### config.mk
export PLATFORM = sky130hd
export DESIGN_NAME = spi_pixel_transmit
export DESIGN_NICKNAME = d
export VERILOG_FILES = /design/src/rtl/spi_pixel_transmit.sv
export SDC_FILE = /design/constraint.sdc
export NUM_CORES = 1
export LEC_CHECK = 0
export ABC_CLOCK_PERIOD_IN_PS = 5150
export CORE_UTILIZATION = 45
export DETAILED_ROUTE_END_ITERATION = 6
export DONT_BUFFER_PORTS = 1
export PLACE_DENSITY = 0.63
export SYNTH_ARGS = -nofsm -noshare
export SYNTH_HDL_FRONTEND = slang
export SYNTH_SLANG_ARGS = --single-unit
### constraint.sdc
create_clock -name clk_in -period 5.15 [get_ports clk_in]
set_clock_uncertainty 0.05 [all_clocks]
set_input_delay 0.7725 -clock clk_in [delete_from_list [all_inputs] [get_ports clk_in]]
set_output_delay 0.7725 -clock clk_in [all_outputs]
set_load 0.01 [all_outputs]
### src/rtl/spi_pixel_transmit.sv
// spi_pixel_transmit: serialises one pixel per chip-select frame over LINES
// data lines, MSB beat first, with a divided data clock (dclk) and a fixed
// chip-select high gap between words.
// Optional build macro: SPI_TX_SKID_EN adds a one-entry holding register so
// the next pixel can be accepted while the current word is still shifting.
//
// state | meaning
// IDLE  | cs high, waiting for a pixel handshake
// SHIFT | cs low, dclk toggling, beats presented on chip_data_out
// GAP   | cs high, dclk low, enforcing the inter-word spacing
module spi_pixel_transmit #(
  parameter int DATA_WIDTH = 8,
  parameter int LINES      = 4,
  parameter int CLK_DIV    = 5,
  parameter int CS_GAP     = 4
) (
  input  logic                  clk_in,
  input  logic                  rst_in,
  input  logic [DATA_WIDTH-1:0] data_in,
  input  logic                  valid_in,
  input  logic                  last_in,
  output logic                  ready_out,
  output logic [LINES-1:0]      chip_data_out,
  output logic                  chip_clk_out,
  output logic                  chip_sel_out,
  output logic                  final_pixel_out,
  output logic                  busy_out
);

  localparam int BEATS  = DATA_WIDTH / LINES;
  localparam int DIV_W  = $clog2(CLK_DIV + 1);
  localparam int HALF_W = $clog2(2 * BEATS + 1);
  localparam int GAP_W  = $clog2(CS_GAP + 1);

  localparam logic [DIV_W-1:0]  DIV_LOAD  = DIV_W'(CLK_DIV - 1);
  localparam logic [HALF_W-1:0] HALF_LOAD = HALF_W'(2 * BEATS - 1);
  localparam logic [GAP_W-1:0]  GAP_LOAD  = GAP_W'(CS_GAP - 1);

  typedef enum logic [1:0] {
    IDLE  = 2'd0,
    SHIFT = 2'd1,
    GAP   = 2'd2
  } state_t;

  state_t                state;
  logic [DATA_WIDTH-1:0] shift_q;
  logic [DIV_W-1:0]      div_cnt;
  logic [HALF_W-1:0]     half_cnt;
  logic [GAP_W-1:0]      gap_cnt;

  logic                  accept;
  logic                  gap_done;
  logic                  start;
  logic [DATA_WIDTH-1:0] start_data;
  logic                  start_last;
  logic                  ready_next;

  assign accept   = valid_in & ready_out;
  assign gap_done = (state == GAP) && (gap_cnt == '0);

`ifdef SPI_TX_SKID_EN
  logic                  hold_full;
  logic                  hold_full_next;
  logic [DATA_WIDTH-1:0] hold_data;
  logic                  hold_last;

  // Pick the word to launch: a held pixel has priority at the end of GAP,
  // otherwise a live handshake in IDLE or on the last GAP cycle goes straight in.
  always_comb begin
    start          = 1'b0;
    start_data     = data_in;
    start_last     = last_in;
    hold_full_next = hold_full;
    if (state == IDLE && accept) begin
      start = 1'b1;
    end else if (gap_done && hold_full) begin
      start          = 1'b1;
      start_data     = hold_data;
      start_last     = hold_last;
      hold_full_next = 1'b0;
    end else if (gap_done && accept) begin
      start = 1'b1;
    end else if (accept) begin
      hold_full_next = 1'b1;
    end
    ready_next = ~hold_full_next;
  end

  // Holding register: filled by a handshake that cannot launch immediately.
  always_ff @(posedge clk_in or posedge rst_in) begin
    if (rst_in) begin
      hold_full <= 1'b0;
      hold_data <= '0;
      hold_last <= 1'b0;
    end else begin
      hold_full <= hold_full_next;
      if (accept && !start) begin
        hold_data <= data_in;
        hold_last <= last_in;
      end
    end
  end
`else
  // Without the holding register a word can only be launched from IDLE.
  always_comb begin
    start      = (state == IDLE) && accept;
    start_data = data_in;
    start_last = last_in;
    ready_next = ((state == IDLE) && !accept) || gap_done;
  end
`endif

  // Main sequencer: word framing, dclk generation, beat shifting and gap timing.
  always_ff @(posedge clk_in or posedge rst_in) begin
    if (rst_in) begin
      state           <= IDLE;
      ready_out       <= 1'b0;
      busy_out        <= 1'b0;
      chip_sel_out    <= 1'b1;
      chip_clk_out    <= 1'b0;
      chip_data_out   <= '0;
      final_pixel_out <= 1'b0;
      shift_q         <= '0;
      div_cnt         <= '0;
      half_cnt        <= '0;
      gap_cnt         <= '0;
    end else begin
      ready_out <= ready_next;
      if (start) begin
        state           <= SHIFT;
        busy_out        <= 1'b1;
        chip_sel_out    <= 1'b0;
        chip_clk_out    <= 1'b0;
        chip_data_out   <= start_data[DATA_WIDTH-1 -: LINES];
        shift_q         <= start_data << LINES;
        final_pixel_out <= start_last;
        div_cnt         <= DIV_LOAD;
        half_cnt        <= HALF_LOAD;
      end else begin
        case (state)
          SHIFT: begin
            if (div_cnt == '0) begin
              div_cnt <= DIV_LOAD;
              if (half_cnt == '0) begin
                // Last high half just finished: close the word with dclk low.
                state           <= GAP;
                chip_sel_out    <= 1'b1;
                chip_clk_out    <= 1'b0;
                chip_data_out   <= '0;
                final_pixel_out <= 1'b0;
                gap_cnt         <= GAP_LOAD;
              end else begin
                half_cnt     <= half_cnt - 1'b1;
                chip_clk_out <= ~chip_clk_out;
                // Data only moves on the falling edge, giving a full half
                // period of setup and hold around every rising edge.
                if (chip_clk_out) begin
                  chip_data_out <= shift_q[DATA_WIDTH-1 -: LINES];
                  shift_q       <= shift_q << LINES;
                end
              end
            end else begin
              div_cnt <= div_cnt - 1'b1;
            end
          end
          GAP: begin
            if (gap_cnt == '0) begin
              state    <= IDLE;
              busy_out <= 1'b0;
            end else begin
              gap_cnt <= gap_cnt - 1'b1;
            end
          end
          default: begin
            state <= IDLE;
          end
        endcase
      end
    end
  end

endmodule

==> impl_results.md <==
* Post-route design area at 1313 um^2
* Drt total wl at 2285 um
* First-pass GRT wire length at 3712 um
* CTS root buffer: clkbuf_4
* Utilization after layout at 51.57%
* Post-DP HPWL at 1649 um
* Portion of the post-synthesis area used by sequential elements at 48.05%
* Final routed DRC violation total at 0
* Port Buffers at 0
* Measured slew at the worst slew-check pin at 0.9091 ns
* Number of synthesized flops with an enable pin at 0
* Count of maximum capacitance violations at 0
* Vias in the first global route at 871
* DR WL/cell at 14.19 um
* Synth top area cells: dfrtp_1, ha_1, nand2_1
* Antenna violations before repair at 0
* Layout overhead on the synthesized area at 4.795%
* Min-delay worst type: in2async
* Router iterations before antenna repair at 4
* Number of nets still failing antenna checks after routing at 0
* Per-instance average area after synthesis at 9.634 um^2
* Area of the mapped netlist at 1252 um^2
* CORE AREA at 2545 um^2
* DIE AREA at 2998 um^2
* Type of the worst setup path: reg2reg
* Clock buffer depth at 2
* FF-to-FF Start: state[0]$_DFFE_PP0P_
* Cts bufs inserted at 3
* Pwr per Cell Area at 494.2 nW/um^2
* Layout Nets at 154
* Number of vias after detailed routing at 898
* Total negative slack for setup checks at 0 ns
* Final Max Slew Viols at 0
* Starting Density at 49.21%
* Number of warning messages in the yosys log at 0
* Insertion delay to the later sink of the worst-skew pair at 0.31 ns
* Pleak at 0.6225 nW
* Length in cells of the worst reg-to-reg path at 5
* Number of DRC markers in iteration 0 at 6
* Post-synth cell types at 30
* Total track usage at 17.94%
* Post-synth top flop: dfrtp_1
* Die Ht at 54.76 um
* CP arrival at 2.20 ns
* Cell type with the highest aggregate area in the netlist: dfrtp_1
* Pin count of the biggest net entering global routing at 25
* Part of the cycle the worst path needs at 39.37%
* Post-synth net total at 152
* Final global-route overflow total at 0
* Standard-cell row count at 18
* Post-route worst setup slack at 3.122 ns
* Max-slew headroom at the worst pin at 39.33%
* Placed instance area at 1276 um^2
* Worst supply voltage drop on vdd at 0.3019 mV
* Fmax at 493.2 MHz
* Count of fill cells added during filler insertion at 250
* Clk slew on worst S/H paths at 0.13 ns
* Post-CTS sizing at 0
* Number of synthesized register bits at 24
* Run status: complete, no violations
* Die boundary width at 54.76 um
* Number of cells produced by synthesis at 130
* Share of post-route cells with drive strength above 1 at 8.397%
* Startpoint kind of the worst setup timing path: flip-flop
* Pre-CTS setup slack at 3.076 ns
* I/O pin count at 21
* Clock sink total at 24
* Top-area cell type share of the netlist area at 45.95%
* Most used cells in the layout excluding fill and tap cells: dfrtp_1, nand2_1, o21ai_0
* Post CTS Setup Buffer Count at 0
* Hold violation count in the final report at 0
* Required @ worst endpoint at 5.32 ns
* H-tree depth at 1
* RSZ-0062 raised after global routing: false
* Global placer's final weighted congestion at 0.7447
* Crit-path max FO at 16
* Final critical path time including I/O delays and setup at 2.028 ns
* Routed via count divided by cell count at 5.578
* CP Capture Type: flip-flop
* Most common cell after layout, fill and taps aside: dfrtp_1
* Final antenna diode count at 0
* TritonCTS clock tree: built
* Worst reg2reg endpoint: gap_cnt[0]$_DFFE_PP0P_
* Proportion of register bits with asynchronous set or reset after synthesis at 100.0%
* Number of buffers inserted for hold repair after clock tree synthesis at 0
* Setup violation total in the final timing report at 0
* R2r setup slk at 3.12 ns
==> per-stage QoR <==
step                hold WS, ns  cells  power (mW)
CTS                      0.4858    161      0.6545
global route             0.4957    161      0.7006
detailed placement       0.4552    157      0.5533
finish                   0.4734    161      0.6487
floorplan                0.4271    130      0.5039
global placement         0.4513    157      0.5429
==> where the power goes <==
part	internal (mW)	switching, mW	leakage, nW
logic	0.105	0.138	0.330
clock network	0.0432	0.0575	0.0210
registers	0.251	0.0537	0.272
==> cell type report <==
type | instances | area (um^2) | area share [%]
inverter | 11 | 41.29 | 3.146
clock buffer | 4 | 36.28 | 2.765
tap | 30 | 37.54 | 2.860
sequential | 24 | 601.8 | 45.85
multi-input combinational | 92 | 595.6 | 45.38
==> worst max-delay path: stages (launching register included) <==
cell	delay, ns
dfrtp_1	0.43
inv_1	0.13
ha_1	0.20
nand3_1	0.43
and4_4	0.40
mux2_4	0.30
==> Yosys cell counts, drive strengths merged (2+ instances only) <==
| library cell | n |
|---|---|
| a2bb2oi | 4 |
| inv | 11 |
| nand2 | 22 |
| nor2 | 11 |
| mux2 | 2 |
| xnor2 | 2 |
| nand3 | 4 |
| mux2i | 2 |
| a21oi | 5 |
| nand2b | 3 |
| ha | 10 |
| dfrtp | 23 |
| buf | 2 |
| o21ai | 16 |
==> worst max path at each step <==
stage / startpoint / to / depth (start not counted)
floorplan: div_cnt[0]$_DFFE_PP0P_ / gap_cnt[0]$_DFFE_PP0P_ / 6
global placement: valid_in / gap_cnt[0]$_DFFE_PP0P_ / 3
detailed placement: valid_in / gap_cnt[0]$_DFFE_PP0P_ / 3
CTS: state[0]$_DFFE_PP0P_ / gap_cnt[0]$_DFFE_PP0P_ / 5
global route: state[0]$_DFFE_PP0P_ / gap_cnt[0]$_DFFE_PP0P_ / 5
finish: state[0]$_DFFE_PP0P_ / gap_cnt[0]$_DFFE_PP0P_ / 5
==> kinds of logic (layout without fill, tap and decap cells) <==
group	count (synthesis)	after routing	synth area share (%)
buffers and inverters	14	15	4.395
adders and majority gates	10	10	9.990
and+or+nand+nor	46	46	17.68
xor gates and xnor gates	2	2	1.399
muxes	4	4	3.996
AOI/OAI and AO/OA	30	30	14.49
DFF	24	24	48.05
==> per-layer routing <==
| layer | vias up | routed length [um] | track usage, % |
|---|---|---|---|
| met2 | 13 | 1091 | 28.51 |
| li1 | 435 | - | - |
| met1 | 446 | 1089 | 23.40 |
| met3 | 4 | 79 | 3.611 |
| met5 | - | 0 | 0 |
| met4 | 0 | 25 | 7.692 |
==> state kept, by name, indices dropped and copies added, names as in the netlist <==
name / flops
final_pixel_out: 1
half_cnt: 3
busy_out: 1
ready_out: 1
div_cnt: 3
chip_clk_out: 1
state: 2
chip_data_out: 4
chip_sel_out: 1
gap_cnt: 3
shift_q: 4
Power figures use the tool's default switching activity.
